==> config.mk <==
export PLATFORM = sky130hd
export DESIGN_NAME = ps2_key_decoder
export DESIGN_NICKNAME = d
export VERILOG_FILES = /design/src/rtl/ps2_pkg.sv /design/src/rtl/ps2_frame_rx.sv /design/src/rtl/ps2_key_decoder.sv
export SDC_FILE = /design/constraint.sdc
export NUM_CORES = 1
export LEC_CHECK = 0
export BUFFER_PORTS_ARGS = -buffer_cell sky130_fd_sc_hd__buf_4
export CORE_UTILIZATION = 33
export DETAILED_ROUTE_END_ITERATION = 7
export PLACE_DENSITY = 0.59
export SLEW_MARGIN = 20
export SYNTH_ARGS = -nofsm -noshare
export SYNTH_HDL_FRONTEND = slang
export SYNTH_HIERARCHICAL = 1
export SYNTH_SLANG_ARGS = --single-unit
==> constraint.sdc <==
create_clock -name pclk -period 2 [get_ports pclk]
set_clock_uncertainty 0.15 [all_clocks]
set_input_delay 0.3 -clock pclk [delete_from_list [all_inputs] [get_ports pclk]]
set_output_delay 0.3 -clock pclk [all_outputs]
set_load 0.005 [all_outputs]
==> src/rtl/ps2_pkg.sv <==
// ============================================================================
// Module      : ps2_pkg
// Description : Shared PS/2 set-2 scan-code constants, held-key one-hot values,
//               frame/decoder state encodings and scan-code helper functions.
// Revision    : 1.0 - initial release
// ============================================================================
`default_nettype none

package ps2_pkg;

  // Prefix and control bytes
  localparam logic [7:0] CODE_E0    = 8'hE0;
  localparam logic [7:0] CODE_F0    = 8'hF0;
  localparam logic [7:0] CODE_E1    = 8'hE1;
  localparam logic [7:0] CODE_AA    = 8'hAA;
  localparam logic [7:0] CODE_FA    = 8'hFA;
  localparam logic [7:0] CODE_FE    = 8'hFE;
  localparam logic [7:0] CODE_EE    = 8'hEE;
  localparam logic [7:0] CODE_00    = 8'h00;
  localparam logic [7:0] CODE_FF    = 8'hFF;

  // Mapped key codes
  localparam logic [7:0] CODE_UP    = 8'h75;
  localparam logic [7:0] CODE_DOWN  = 8'h72;
  localparam logic [7:0] CODE_LEFT  = 8'h6B;
  localparam logic [7:0] CODE_RIGHT = 8'h74;
  localparam logic [7:0] CODE_ENTER = 8'h5A;
  localparam logic [7:0] CODE_SPACE = 8'h29;

  // Held-key one-hot bits, shared with the game FSM
  localparam logic [5:0] KEY_UP     = 6'b000001;
  localparam logic [5:0] KEY_DOWN   = 6'b000010;
  localparam logic [5:0] KEY_LEFT   = 6'b000100;
  localparam logic [5:0] KEY_RIGHT  = 6'b001000;
  localparam logic [5:0] KEY_ENTER  = 6'b010000;
  localparam logic [5:0] KEY_SPACE  = 6'b100000;

  // Frame receiver states
  typedef enum logic [1:0] {
    FR_IDLE   = 2'd0,
    FR_DATA   = 2'd1,
    FR_PARITY = 2'd2,
    FR_STOP   = 2'd3
  } frame_state_t;

  // Scan-code decoder states
  typedef enum logic [1:0] {
    DEC_BASE    = 2'd0,
    DEC_EXT     = 2'd1,
    DEC_BRK     = 2'd2,
    DEC_EXT_BRK = 2'd3
  } dec_state_t;

  // Bytes that carry no key information and reset any pending prefix
  function automatic logic is_discard(input logic [7:0] code);
    logic r;
    r = 1'b0;
    case (code)
      CODE_E1, CODE_AA, CODE_FA, CODE_FE, CODE_EE, CODE_00, CODE_FF: r = 1'b1;
      default: r = 1'b0;
    endcase
    return r;
  endfunction

  // Held-key bit for a scan code; extended and plain codes map differently
  function automatic logic [5:0] key_mask(input logic [7:0] code, input logic ext);
    logic [5:0] m;
    m = 6'b000000;
    if (ext) begin
      case (code)
        CODE_UP:    m = KEY_UP;
        CODE_DOWN:  m = KEY_DOWN;
        CODE_LEFT:  m = KEY_LEFT;
        CODE_RIGHT: m = KEY_RIGHT;
        CODE_ENTER: m = KEY_ENTER;  // keypad enter
        default:    m = 6'b000000;
      endcase
    end else begin
      case (code)
        CODE_ENTER: m = KEY_ENTER;
        CODE_SPACE: m = KEY_SPACE;
        default:    m = 6'b000000;
      endcase
    end
    return m;
  endfunction

endpackage

`default_nettype wire

==> src/rtl/ps2_frame_rx.sv <==
// ============================================================================
// Module      : ps2_frame_rx
// Description : PS/2 frame receiver. Synchronises the raw PS/2 lines, detects
//               falling clock edges, shifts in start/8 data/parity/stop bits
//               and reports each good byte or a dropped frame.
//               Optional macro PS2_PARITY_CHECK_EN enables odd-parity checking.
// Revision    : 1.0 - initial release
// ============================================================================
`default_nettype none

module ps2_frame_rx
  import ps2_pkg::*;
#(
  parameter int TIMEOUT_CYCLES = 130000
) (
  input  logic       pclk,
  input  logic       rst,
  input  logic       ps2_clk,
  input  logic       ps2_data,
  output logic [7:0] rx_byte,
  output logic       byte_valid,
  output logic       frame_err
);

  localparam int c_TW = (TIMEOUT_CYCLES > 2) ? $clog2(TIMEOUT_CYCLES) : 1;
  localparam logic [c_TW-1:0] c_TMAX = c_TW'(TIMEOUT_CYCLES - 1);

  logic            r_clk_s1, r_clk_s2, r_clk_d;
  logic            r_dat_s1, r_dat_s2;
  logic            w_fall;
  logic            w_par_ok;

  frame_state_t    r_state, w_state_nxt;
  logic [2:0]      r_bit_cnt, w_cnt_nxt;
  logic [7:0]      r_shift, w_shift_nxt;
  logic [c_TW-1:0] r_timer, w_timer_nxt;
  logic            r_valid, w_valid_nxt;
  logic            r_err, w_err_nxt;

`ifdef PS2_PARITY_CHECK_EN
  logic            r_par, w_par_nxt;
  assign w_par_ok = ^{r_shift, r_par};
`else
  assign w_par_ok = 1'b1;
`endif

  assign w_fall = r_clk_d & ~r_clk_s2;

  // Two-flop synchronisers plus a delayed copy of the clock for edge detection
  always_ff @(posedge pclk or posedge rst) begin
    if (rst) begin
      r_clk_s1 <= 1'b1;
      r_clk_s2 <= 1'b1;
      r_clk_d  <= 1'b1;
      r_dat_s1 <= 1'b1;
      r_dat_s2 <= 1'b1;
    end else begin
      r_clk_s1 <= ps2_clk;
      r_clk_s2 <= r_clk_s1;
      r_clk_d  <= r_clk_s2;
      r_dat_s1 <= ps2_data;
      r_dat_s2 <= r_dat_s1;
    end
  end

  // Frame state, shift register, timeout counter and result pulses
  always_ff @(posedge pclk or posedge rst) begin
    if (rst) begin
      r_state   <= FR_IDLE;
      r_bit_cnt <= 3'd0;
      r_shift   <= 8'h00;
      r_timer   <= '0;
      r_valid   <= 1'b0;
      r_err     <= 1'b0;
`ifdef PS2_PARITY_CHECK_EN
      r_par     <= 1'b0;
`endif
    end else begin
      r_state   <= w_state_nxt;
      r_bit_cnt <= w_cnt_nxt;
      r_shift   <= w_shift_nxt;
      r_timer   <= w_timer_nxt;
      r_valid   <= w_valid_nxt;
      r_err     <= w_err_nxt;
`ifdef PS2_PARITY_CHECK_EN
      r_par     <= w_par_nxt;
`endif
    end
  end

  // Next-state logic: one bit per falling edge, abort on a stalled clock
  always_comb begin
    w_state_nxt = r_state;
    w_cnt_nxt   = r_bit_cnt;
    w_shift_nxt = r_shift;
    w_timer_nxt = '0;
    w_valid_nxt = 1'b0;
    w_err_nxt   = 1'b0;
`ifdef PS2_PARITY_CHECK_EN
    w_par_nxt   = r_par;
`endif
    if (r_state == FR_IDLE) begin
      if (w_fall && !r_dat_s2) begin
        w_state_nxt = FR_DATA;
        w_cnt_nxt   = 3'd0;
      end
    end else if (w_fall) begin
      case (r_state)
        FR_DATA: begin
          w_shift_nxt = {r_dat_s2, r_shift[7:1]};
          w_cnt_nxt   = r_bit_cnt + 3'd1;
          if (r_bit_cnt == 3'd7) w_state_nxt = FR_PARITY;
        end
        FR_PARITY: begin
`ifdef PS2_PARITY_CHECK_EN
          w_par_nxt   = r_dat_s2;
`endif
          w_state_nxt = FR_STOP;
        end
        FR_STOP: begin
          w_state_nxt = FR_IDLE;
          if (r_dat_s2 && w_par_ok) w_valid_nxt = 1'b1;
          else                      w_err_nxt   = 1'b1;
        end
        default: w_state_nxt = FR_IDLE;
      endcase
    end else if (r_timer == c_TMAX) begin
      w_state_nxt = FR_IDLE;
      w_err_nxt   = 1'b1;
    end else begin
      w_timer_nxt = r_timer + 1'b1;
    end
  end

  assign rx_byte    = r_shift;
  assign byte_valid = r_valid;
  assign frame_err  = r_err;

endmodule

`default_nettype wire

==> src/rtl/ps2_key_decoder.sv <==
// ============================================================================
// Module      : ps2_key_decoder
// Description : Decodes PS/2 set-2 scan codes (E0/F0 prefixes) into a held-key
//               mask, the last held make code and a key-event pulse.
//               Optional macro PS2_PARITY_CHECK_EN enables odd-parity checking
//               in the frame receiver.
// Revision    : 1.0 - initial release
// ============================================================================
`default_nettype none

module ps2_key_decoder
  import ps2_pkg::*;
#(
  parameter int TIMEOUT_CYCLES = 130000
) (
  input  logic       pclk,
  input  logic       rst,
  input  logic       ps2_clk,
  input  logic       ps2_data,
  output logic [5:0] key,
  output logic [7:0] keycode,
  output logic       key_event,
  output logic       frame_err
);

  logic [7:0] w_rx_byte;
  logic       w_byte_valid;
  logic       w_ext;
  logic [5:0] w_mask;

  dec_state_t r_state, w_state_nxt;
  logic [5:0] r_key, w_key_nxt;
  logic [7:0] r_keycode, w_keycode_nxt;
  logic       r_event, w_event_nxt;

  ps2_frame_rx #(
    .TIMEOUT_CYCLES (TIMEOUT_CYCLES)
  ) u_frame_rx (
    .pclk       (pclk),
    .rst        (rst),
    .ps2_clk    (ps2_clk),
    .ps2_data   (ps2_data),
    .rx_byte    (w_rx_byte),
    .byte_valid (w_byte_valid),
    .frame_err  (frame_err)
  );

  assign w_ext  = (r_state == DEC_EXT) || (r_state == DEC_EXT_BRK);
  assign w_mask = key_mask(w_rx_byte, w_ext);

  // Decoder state and registered outputs
  always_ff @(posedge pclk or posedge rst) begin
    if (rst) begin
      r_state   <= DEC_BASE;
      r_key     <= 6'b000000;
      r_keycode <= 8'h00;
      r_event   <= 1'b0;
    end else begin
      r_state   <= w_state_nxt;
      r_key     <= w_key_nxt;
      r_keycode <= w_keycode_nxt;
      r_event   <= w_event_nxt;
    end
  end

  // Prefix tracking and make/break handling, one byte per byte_valid
  always_comb begin
    w_state_nxt   = r_state;
    w_key_nxt     = r_key;
    w_keycode_nxt = r_keycode;
    w_event_nxt   = 1'b0;
    if (w_byte_valid) begin
      if (is_discard(w_rx_byte)) begin
        w_state_nxt = DEC_BASE;
      end else begin
        case (r_state)
          DEC_BASE, DEC_EXT: begin
            if (w_rx_byte == CODE_F0) begin
              w_state_nxt = (r_state == DEC_EXT) ? DEC_EXT_BRK : DEC_BRK;
            end else if (w_rx_byte == CODE_E0 && r_state == DEC_BASE) begin
              w_state_nxt = DEC_EXT;
            end else begin
              // make code (typematic repeats pulse again)
              w_state_nxt   = DEC_BASE;
              w_key_nxt     = r_key | w_mask;
              w_keycode_nxt = w_rx_byte;
              w_event_nxt   = 1'b1;
            end
          end
          default: begin
            // break code; keycode clears only if it is the one being released
            w_state_nxt = DEC_BASE;
            w_key_nxt   = r_key & ~w_mask;
            if (w_rx_byte == r_keycode) w_keycode_nxt = 8'h00;
          end
        endcase
      end
    end
  end

  assign key       = r_key;
  assign keycode   = r_keycode;
  assign key_event = r_event;

endmodule

`default_nettype wire
After elaboration in Yosys (flattened, before gate mapping)
Index checks and enable logic that the tools add are counted.
{"block": "totals", "register_bits": 54, "latchBits": 0, "ram_bits": 0, "rom_bits": 0, "input_bits": 4, "out_inout_bits": 16, "elab_cells": 112, "n_memories": 0}
{"block": "op_classes", "addsub": 2, "n_mul": 0, "n_div": 0, "n_lt_le_gt_ge": 0, "n_eq_ne": 26, "shifts": 0, "mux": 44, "n_bitwise": 7, "n_reduce_logical": 18}
{"cell": "$eq A8 B8 Y1 const B", "n": 8}
{"cell": "$mux W17", "n": 3}
{"cell": "$eq A8 B7 Y1 const B", "n": 5}
{"cell": "$mux W8", "n": 4}
{"cell": "$pmux W5 S5", "n": 1}
{"cell": "$mux W6", "n": 4}
{"cell": "$mux W1", "n": 18}
{"cell": "$add A17 B1 Y17 const B", "n": 1}
{"cell": "$eq A17 B17 Y1 const B", "n": 1}
{"cell": "$mux W2", "n": 8}
{"cell": "$mux W3", "n": 4}
{"cell": "$pmux W6 S2", "n": 1}
{"cell": "$reduce_and A3 Y1", "n": 3}
{"cell": "$eq A8 B6 Y1 const B", "n": 1}
{"cell": "$eq A8 B8 Y1", "n": 1}
{"cell": "$logic_not A8 Y1", "n": 1}
{"cell": "$reduce_or A7 Y1", "n": 1}
{"cell": "$and A6 B6 Y6", "n": 1}
{"cell": "$eq A2 B2 Y1 const B", "n": 3}
{"cell": "$ne A2 B2 Y1 const B", "n": 3}
{"cell": "$not A6 Y6", "n": 1}
{"cell": "$or A6 B6 Y6", "n": 1}
{"cell": "$reduce_bool A2 Y1", "n": 3}
{"cell": "$reduce_and A5 Y1", "n": 1}
{"cell": "14 further kinds", "n": 19}

Depth between registers and ports, before layout
Gate-level depths: netlist of the first run.
{"block": "depth", "depth_word": 7, "mapped_depth": 7, "mapped_depth_nobuf": 6}

Modules after synthesis
Netlist of the first run, hierarchy kept.
{"mod": "ps2_frame_rx", "instances": 1, "cells_per_inst": 155, "area_each_um2": 1706.6, "seq_area_each_um2": 932.1}
{"mod": "ps2_key_decoder", "instances": 1, "cells_per_inst": 93, "area_each_um2": 991.0, "seq_area_each_um2": 425.4}

Worst setup path before layout of the first run
OpenSTA, ideal clock, no wires.
{"block": "synth_path", "path_type": "register -> register", "startpoint": "register u_frame_rx.r_shift[2] (netlist: u_frame_rx/rx_byte[2])", "endpoint": "register r_keycode[0] (netlist: keycode[0])", "setup_time_ns": 0.122, "arrival_time_ns": 1.843, "required_ns": 1.728, "slack_ns": -0.115, "path_stages_with_launch": 8, "path_buffers": 2, "period_less_slack_ns": 2.115, "path_cell_list": "dfrtp_1 buf_6 xor2_1 nor4_2 a21oi_1 or4b_1 buf_2 a32o_1"}
{"block": "synth_via", "elab_chain_len": 6, "word_cells_on_any_way": 19, "classes_between": "eq/ne (11); mux (2); bitwise (1); reduce/logical (5)"}
{"item": "from (decl)", "line": "ps2_frame_rx.sv:35", "source": "logic [7:0] r_shift, w_shift_nxt;"}
{"item": "from (signal assigned)", "line": "ps2_frame_rx.sv:81", "source": "r_shift <= w_shift_nxt;"}
{"item": "$eq A8 B8 Y1 or $logic_not A8 Y1 (tied branches)", "line": "ps2_pkg.sv:58", "source": "case (code)"}
{"item": "$reduce_or A7 Y1", "line": "ps2_pkg.sv:58"}
{"item": "$mux W1", "line": "ps2_pkg.sv:58"}
{"item": "$mux W1", "line": "ps2_key_decoder.sv:72", "source": "if (w_byte_valid) begin"}
{"item": "$not A1 Y1 (no source line)"}
{"item": "$reduce_and A5 Y1 (no source line) *"}
{"item": "to (signal assigned)", "line": "ps2_key_decoder.sv:61", "source": "r_keycode <= w_keycode_nxt;"}
{"item": "to (decl)", "line": "ps2_key_decoder.sv:33", "source": "logic [7:0] r_keycode, w_keycode_nxt;"}
Mark *: on every way between the ends. The rest lies on a longest branch, timed or not. The select of a mux whose other input is x is not followed.
A chain may end at the register's enable or synchronous reset.

Worst setup path after layout of the first run
Same ends and word-level chain as after synthesis.

==> flow_metrics.py, run 1 <==
metrics = {
    "synthesis": {
        "synth_area_leaders": "dfrtp_1 (45%), mux2_2 (6.3%), dfstp_2 (4.9%)",
        "synthesis.area_sq_um": 2700,
        "synth_seq_cells": 54,
        "synth-edff-count": 0,
        "async_flop_share_pct": 100,
        "avgSynthCellArea_sq_um": 10.9,
        "ys_types": 44,
        "syn_nets": 260,
        "synthCells": 248,
        "yosys.area.top_type": "dfrtp_1",
        "synthDominantCellAreaShare_pct": 45.5,
        "yosysSeqAreaShare_pct": 50.3,
        "synth_top_flop_cell": "dfrtp_1",
        "yosys_warnings": 6,
    },
    "floorplan": {
        "ios": 20,
        "chipWidth_um": 92.4,
        "die_h_um": 92.4,
        "std_cell_rows": 32,
        "start_util_pct": 34.6,
        "fp.dieArea_sq_um": 8540,
        "core_sq_um": 7810,
    },
    "worst_hold_path": {
        "hold_path.class": "flop to flop",
        "holdPathStages": 0,
        "min_to": "u_frame_rx/r_clk_s2",
        "hp-start": "u_frame_rx/r_clk_s1",
    },
    "pwr": {
        "powerDensity_nw_per_um2": 1010,
        "peakVddDrop_uv": 326,
        "p_leak_nw": 1.68,
    },
    "timing": {
        "rsz0062_at_grt": "yes",
        "fin_setup_tns_ps": -466,
        "worst_pin_slew_ps": 626,
        "hold_viol_final": 0,
        "fmax_mhz": 481,
        "relSlewSlack_pct": 58.2,
        "fin_ws_ps": -79.7,
        "slew_viol_final": 0,
        "fin_crit_ps": 2080,
        "fin_crit_sh_pct": 104,
        "setup_viol": 8,
    },
    "global_routing": {
        "track_usage_pct": 13.2,
        "grt_pass1_vias": 1983,
        "overflow": 0,
        "grt_pass1_wl_um": 8910,
        "grt_max_degree": 38,
        "antenna_found_initial": 0,
    },
    "routing": {
        "drc": 0,
        "wl_met2_um": 2580,
        "vias": 2045,
        "wl_met3_um": 147,
        "routed.top_layer": "met4",
        "wl_per_cell_um": 12.5,
        "firstDrtPassIters": 4,
        "vias_per_cell": 4.82,
        "ant_nets": 0,
        "m1WireLength_um": 2480,
        "drt-initial-drc-count": 78,
        "routed_wl_um": 5300,
    },
    "layout": {
        "antenna_cells": 0,
        "layout_commonest_cell": "buf_4",
        "final_cell_mix": "buf_4 (69), dfrtp_1 (46), nor2_1 (25), nand2_1 (16), mux2_2 (15)",
        "layout.cells.non_filler": 424,
        "fin_util_pct": 45.5,
        "fin_nets": 333,
        "synthToLayoutAreaGrowth_pct": 31.6,
        "drive_above_1_share_pct": 37.9,
    },
    "critical_path": {
        "crit_fanout": 8,
        "required_ps": 2040,
        "cp.arrival_ps": 2120,
        "cp-start-kind": "flop",
        "reg2reg_depth": 5,
        "critPathKind": "flop to flop",
        "rr_startpoint": "u_frame_rx/rx_byte[2]",
        "regToRegSetupSlack_ps": -80,
        "reg2reg_to": "keycode[0]",
        "cp-end-kind": "flop",
    },
    "flow_run": {
        "drv_cap": 0,
    },
    "cts": {
        "path_clk_slew_ps": 90,
        "cts_buffer_depth": 2,
        "numCtsBuffers": 5,
        "clock_latency_ps": 310,
        "clock_sinks": 54,
        "htree_levels": 2,
        "cts_tree": "yes",
        "root_buffer": "clkbuf_8",
    },
    "placement": {
        "placed_cells": 405,
        "gp_congestion": 0.813,
        "port_buffers": 19,
        "hpwl_um": 3790,
    },
    "outcome": {
        "status": "finished with violations",
        "violations": "negative setup slack",
    },
}
## Yosys cell counts, types with 3 or more instances
| cell | number |
|---|---|
| a21oi_1 | 4 |
| nor4_1 | 5 |
| and2_1 | 3 |
| xnor2_1 | 9 |
| nand2_1 | 16 |
| xor2_1 | 13 |
| ha_1 | 8 |
| a31oi_1 | 5 |
| o21ai_0 | 5 |
| dfstp_2 | 5 |
| and3_1 | 4 |
| mux2_2 | 15 |
| inv_1 | 8 |
| dfrtp_1 | 49 |
| a22o_1 | 6 |
| mux2i_1 | 3 |
| nor4b_1 | 4 |
| nor3_1 | 8 |
| nand4_1 | 5 |
| nand3_1 | 7 |
| buf_2 | 8 |
| nor2_1 | 25 |
| nor2b_1 | 7 |
## report_power, final
group | total [mW] | switching [mW] | internal [mW]
registers | 1.41 | 0.161 | 1.25
logic | 1.56 | 0.709 | 0.851
clock network | 0.616 | 0.336 | 0.280
total | 3.58 | 1.21 | 2.38
## what timing repair did
item                                   in CTS  in global routing
setup endpoints to repair                  13                 13
gates resized for setup                     5                 19
setup buffers                               1                  7
hold buffers                                3                  0
endpoints found under the hold margin      51                  0
cloned                                      0                  0
pin swaps                                   1                 14
## area by class of cell
| class | count | area (sq um) |
|---|---|---|
| inverters | 9 | 33.8 |
| fillers | 735 | 4260 |
| well taps | 102 | 128 |
| clock buffers | 7 | 86.3 |
| flip-flops and latches | 54 | 1360 |
| clock inverters | 1 | 5.00 |
| multi-input cells | 173 | 1320 |
| repair buffers | 78 | 616 |
## cells by family after synthesis
| group | count (synthesis) | synth area share, % |
|---|---|---|
| multiplexers | 18 | 7.37 |
| buffers and inverters | 21 | 3.85 |
| AND/OR/NAND/NOR | 98 | 20.2 |
| XOR/XNOR | 22 | 7.14 |
| adder cells (fa/ha/maj) | 8 | 3.71 |
| flip-flops | 54 | 50.3 |
| AO/OA/AOI/OAI | 27 | 7.38 |
## per-layer routing
metal | vias up | global-route usage [%]
li1 | 1021 | -
met3 | 7 | 2.71
met1 | 991 | 16.8
met5 | - | 0
met4 | 0 | 4.69
met2 | 26 | 22.0
## stage by stage
stage	area (sq um)	power, mW	hold WS (ps)	setup slack (ps)
2_1_floorplan	2700	2.19	76.1	-115
3_3_place_gp	3260	2.74	196	-163
3_5_place_dp	3260	2.77	198	-166
4_1_cts	3410	3.44	211	-66.1
5_1_grt	3550	3.84	213	-179
6_report	3550	3.58	209	-79.7
## critical path, cell delays in order (launching register included)
cell     delay [ps]
dfrtp_2         450
xor2_1          170
nor4_2          260
a21oi_1         100
or4b_4          600
a32o_1          240
## worst max path at each step
stage / to / startpoint / cells after the start / slack (ps)
after floorplan: keycode[0] / u_frame_rx/rx_byte[2] / 7 / -120
after global routing: keycode[0] / u_frame_rx/rx_byte[0] / 5 / -180
after global placement: keycode[3] / u_frame_rx/rx_byte[0] / 6 / -160
after detailed placement: keycode[6] / u_frame_rx/rx_byte[3] / 6 / -170
after CTS: flop / u_frame_rx/rx_byte[7] / 6 / -70
final: keycode[0] / u_frame_rx/rx_byte[2] / 5 / -80
No activity file was read; power rests on OpenSTA's default activity.
==> run 2, diff against run 1 <==
- REMOVE_ABC_BUFFERS: default -> 1
==> flow_metrics.py, run 2 (synthesized netlist as in run 1, its figures left out) <==
metrics = {
    "cts": {
        "clock_latency_ps": 320,
        "htree_levels": 2,
        "clock_sinks": 54,
        "numCtsBuffers": 5,
        "root_buffer": "clkbuf_8",
        "path_clk_slew_ps": 110,
        "cts_buffer_depth": 2,
        "cts_tree": "yes",
    },
    "critical_path": {
        "regToRegSetupSlack_ps": -140,
        "path_buf_inv": 1,
        "cp-start-kind": "flop",
        "crit_family": "compound AO/OA/AOI/OAI gates",
        "critPathKind": "flop to flop",
        "rr_startpoint": "u_frame_rx/rx_byte[0]",
        "critPathMaxStageDelay_ps": 560,
        "required_ps": 2060,
        "cpMaxStageDelayCell": "or4b_4",
        "crit_chain": "buf_4 -> o21bai_1 -> a21oi_1 -> o221ai_2 -> or4b_4 -> a32o_1",
        "crit_fanout": 8,
        "cp-end-kind": "flop",
        "cp-startpoint": "u_frame_rx/rx_byte[0]",
        "cp.arrival_ps": 2200,
    },
    "pwr": {
        "powerDensity_nw_per_um2": 1020,
        "p_leak_nw": 1.65,
        "p_seq_share_pct": 39.4,
        "intPower_mw": 2.36,
        "power_switching_mw": 1.24,
        "power_frac_clock_pct": 20.9,
        "peakVddDrop_uv": 528,
        "netSwitchingFraction_pct": 34.4,
        "p_total_mw": 3.60,
        "comb_power_share_pct": 39.7,
    },
    "timing": {
        "hold_viol_final": 0,
        "setup_viol": 8,
        "fmax_mhz": 467,
        "rsz0062_at_grt": "yes",
        "fin_setup_tns_ps": -971,
        "slew_viol_final": 0,
        "fin_ws_ps": -142,
        "fin_crit_ps": 2140,
        "fin_crit_sh_pct": 107,
        "relSlewSlack_pct": 57.7,
        "worst_pin_slew_ps": 634,
    },
    "placement": {
        "port_buffers": 19,
        "hpwl_um": 3830,
        "gp_congestion": 0.843,
        "pre_cts_ws_ps": -272,
    },
    "floorplan": {
        "fp.dieArea_sq_um": 8540,
        "die_h_um": 92.4,
        "chipWidth_um": 92.4,
        "std_cell_rows": 32,
        "core_sq_um": 7810,
        "ios": 20,
        "start_util_pct": 34.6,
    },
    "layout": {
        "antenna_cells": 0,
        "synthToLayoutAreaGrowth_pct": 30.1,
        "drive_above_1_share_pct": 37.3,
        "layout_commonest_cell": "buf_4",
        "fin_nets": 327,
        "final_cell_mix": "buf_4 (68), dfrtp_1 (46), nor2_1 (25), nand2_1 (16), mux2_2 (15)",
        "multi_input_area_sq_um": 1320,
        "fillers": 746,
        "final-seq-area_sq_um": 1360,
    },
    "routing": {
        "firstDrtPassIters": 4,
        "vias_per_cell": 4.80,
        "drt-initial-drc-count": 59,
        "drc": 0,
        "wl_per_cell_um": 13.1,
        "routed_wl_um": 5470,
        "vias": 2007,
        "ant_nets": 0,
    },
    "worst_hold_path": {
        "hp-start": "u_frame_rx/r_clk_s1",
        "hold_path.class": "flop to flop",
    },
    "global_routing": {
        "antenna_found_initial": 0,
        "grt_pass1_wl_um": 9320,
        "grt_pass1_vias": 1991,
        "overflow": 0,
        "grt_max_degree": 38,
        "track_usage_pct": 13.9,
    },
    "outcome": {
        "status": "finished with violations",
        "violations": "negative setup slack",
    },
    "flow_run": {
        "drv_cap": 0,
    },
}
==> run 2: changes by cell type in the layout (fill, tap and decap cells not counted), sizes merged <==
cell and delta:
buf -6, bufinv +1, clkbuf -2, inv +1
==> run 2: routing by layer <==
metal / up-vias / share of wire (%) / GRT usage (%)
li1: 999 / - / -
met1: 959 / 49 / 18.2
met2: 37 / 45 / 22.0
met3: 12 / 3.1 / 2.71
met4: 0 / 2.8 / 6.38
met5: - / 0 / 0
==> run 2: repair_timing <==
action / CTS / global route
setup buffers: 3 / 4
hold buffers: 3 / 0
gates resized for setup: 5 / 13
pin swaps: 5 / 8
setup endpoints to repair: 9 / 14
endpoints found under the hold margin: 51 / 0
==> run 2: worst paths after layout <==
path                       cells after the start                  end
setup reg to reg                               6           keycode[1]
hold / removal                                 0  u_frame_rx/r_clk_s2
setup / recovery                               6           keycode[1]
max in group asynchronous                      3           keycode[1]
hold reg to reg                                0  u_frame_rx/r_clk_s2
min in group asynchronous                      3           keycode[3]
==> run 2: cell type report <==
cell class	count	share of cell area, %
Clock buffer	5	1.96
Inverter	9	0.963
Multi-Input combinational cell	173	37.7
Timing Repair Buffer	72	15.7
Tap cell	102	3.64
Sequential cell	54	38.8
Clock inverter	3	1.25
==> run 2: power groups by stage <==
stage | Sequential, mW | Clock, mW | Combinational, mW
after floorplan | 1.44 | 0 | 0.689
after global placement | 1.42 | 0 | 1.26
after detailed placement | 1.43 | 0 | 1.27
after CTS | 1.41 | 0.783 | 1.31
after global routing | 1.44 | 0.816 | 1.59
final | 1.42 | 0.750 | 1.43
==> run 2: worst register-to-register path, cell delays in order, from the launching register on <==
cell,delay [ps]
dfrtp_2,450
buf_4,150
o21bai_1,150
a21oi_1,210
o221ai_2,140
or4b_4,560
a32o_1,230
==> run 2: through the flow <==
| step | instances | instance area (sq um) | hold slack, ps | utilization, % |
|---|---|---|---|---|
| final | 418 | 3510 | 210 | 45.0 |
| after global placement | 400 | 3220 | 196 | 41.3 |
| after detailed placement | 400 | 3220 | 197 | 41.3 |
| after global routing | 418 | 3510 | 215 | 45.0 |
| after floorplan | 236 | 2630 | 76.1 | - |
| after CTS | 414 | 3410 | 211 | 43.7 |
==> run 3, diff against run 2 <==
- CORE_UTILIZATION: 33 -> 54
- PLACE_DENSITY: 0.59 -> 0.84
==> flow_metrics.py, run 3 (synthesized netlist as in run 1, its figures left out) <==
metrics = {
    "worst_hold_path": {
        "holdPathStages": 0,
        "hold_path.class": "flop to flop",
    },
    "cts": {
        "cts_buffer_depth": 2,
        "path_clk_slew_ps": 100,
        "numCtsBuffers": 5,
        "cts_tree": "yes",
        "htree_levels": 2,
        "clock_sinks": 54,
        "root_buffer": "clkbuf_8",
        "clock_latency_ps": 320,
    },
    "pwr": {
        "power_frac_clock_pct": 17.7,
        "powerDensity_nw_per_um2": 1020,
        "power_switching_mw": 1.26,
        "peakVddDrop_uv": 452,
        "p_seq_share_pct": 40.7,
        "comb_power_share_pct": 41.5,
        "p_leak_nw": 1.60,
        "intPower_mw": 2.20,
        "netSwitchingFraction_pct": 36.4,
    },
    "global_routing": {
        "overflow": 0,
        "grt_pass1_wl_um": 9370,
        "grt_max_degree": 34,
        "antenna_found_initial": 0,
        "track_usage_pct": 23.3,
        "grt_pass1_vias": 2048,
    },
    "outcome": {
        "status": "finished with violations",
        "violations": "negative setup slack",
    },
    "floorplan": {
        "core_sq_um": 4750,
        "ios": 20,
        "start_util_pct": 56.7,
        "chipWidth_um": 72.7,
        "die_h_um": 72.7,
        "fp.dieArea_sq_um": 5280,
        "std_cell_rows": 25,
    },
    "layout": {
        "layout.cells.non_filler": 376,
        "layout_commonest_cell": "buf_4",
        "fin_nets": 320,
        "drive_above_1_share_pct": 37.2,
        "antenna_cells": 0,
        "synthToLayoutAreaGrowth_pct": 25.7,
        "final_cell_mix": "buf_4 (57), dfrtp_1 (43), nor2_1 (25), nand2_1 (16), mux2_2 (15)",
    },
    "timing": {
        "hold_slack_ps": 210,
        "hold_viol_final": 0,
        "slew_viol_final": 0,
        "fmax_mhz": 462,
        "rsz0062_at_grt": "yes",
        "fin_crit_sh_pct": 108,
        "fin_crit_ps": 2160,
        "relSlewSlack_pct": 54.7,
        "fin_ws_ps": -163,
        "worst_pin_slew_ps": 679,
        "fin_setup_tns_ps": -1130,
        "setup_viol": 8,
    },
    "placement": {
        "pre_cts_ws_ps": -217,
        "port_buffers": 19,
        "gp_congestion": 0.926,
        "placed_cells": 358,
        "hpwl_um": 3880,
    },
    "routing": {
        "vias": 2107,
        "wl_per_cell_um": 15.8,
        "vias_per_cell": 5.60,
        "firstDrtPassIters": 4,
        "routed_wl_um": 5950,
        "drc": 0,
        "drt-initial-drc-count": 179,
        "ant_nets": 0,
    },
    "critical_path": {
        "cp.arrival_ps": 2230,
        "critPathKind": "flop to flop",
        "required_ps": 2070,
        "crit_fanout": 8,
        "cp-end-kind": "flop",
        "cp-start-kind": "flop",
        "reg2reg_depth": 6,
    },
    "flow_run": {
        "drv_cap": 0,
    },
}
==> run 3: changes by cell type in the layout (fill, tap and decap cells not counted), sizes merged <==
cell / delta
clkinvlp: +1
clkinv: +1
buf: -7
inv: -1
bufinv: -1
==> run 3: area by class of cell <==
cell class,instances,area (sq um)
Clock inverter,3,21.3
Multi-Input combinational cell,173,1310
Inverter,9,33.8
Fill cell,331,1360
Clock buffer,5,68.8
Sequential cell,54,1370
Timing Repair Buffer,65,514
Tap cell,67,83.8
==> run 3: path summary, 6_finish.rpt <==
check | startpoint | end | slack, ps
worst max register to register | u_frame_rx/rx_byte[1] | keycode[0] | -160
min in group asynchronous | rst | u_frame_rx/r_bit_cnt[1] | 300
worst min register to register | u_frame_rx/r_dat_s1 | u_frame_rx/r_dat_s2 | 210
worst min-delay path | u_frame_rx/r_dat_s1 | u_frame_rx/r_dat_s2 | 210
worst max-delay path | u_frame_rx/rx_byte[1] | keycode[0] | -160
max in group asynchronous | rst | u_frame_rx/r_dat_s1 | 720
==> run 3: critical path, stage by stage (launching register included) <==
cell	delay, ps
dfrtp_2	460
buf_4	160
nand4_1	150
a2bb2oi_1	220
nor2_1	90
or4b_4	610
a32o_1	240
==> run 3: power groups by stage <==
stage          sequential, mW  combinational [mW]  clock (mW)
6_report                 1.41                1.44       0.616
3_5_place_dp             1.43                1.21           0
2_1_floorplan            1.44               0.689           0
5_1_grt                  1.43                1.58       0.657
4_1_cts                  1.41                1.26       0.628
3_3_place_gp             1.41                1.16           0
==> run 3: repair_timing <==
action | CTS | global route
gates cloned | 0 | 0
setup buffers | 2 | 5
hold buffers | 3 | 0
pin swaps | 6 | 12
endpoints found under the setup margin | 10 | 22
resized for setup | 7 | 17
endpoints found under the hold margin | 23 | 0
==> run 3: routing by layer <==
layer / share of wire, % / up-vias / track usage, %
li1: - / 986 / -
met1: 44 / 1049 / 29.3
met2: 50 / 55 / 38.9
met3: 3.6 / 17 / 4.42
met4: 2.3 / 0 / 11.1
met5: 0 / - / 0
==> run 3: metrics by stage <==
| step | total power, mW | area, sq um | utilization, % |
|---|---|---|---|
| 2_1_floorplan | 2.13 | 2630 | - |
| 3_3_place_gp | 2.57 | 3120 | 65.7 |
| 3_5_place_dp | 2.63 | 3120 | 65.7 |
| 4_1_cts | 3.29 | 3290 | 69.2 |
| 5_1_grt | 3.66 | 3390 | 71.3 |
| 6_report | 3.47 | 3390 | 71.3 |
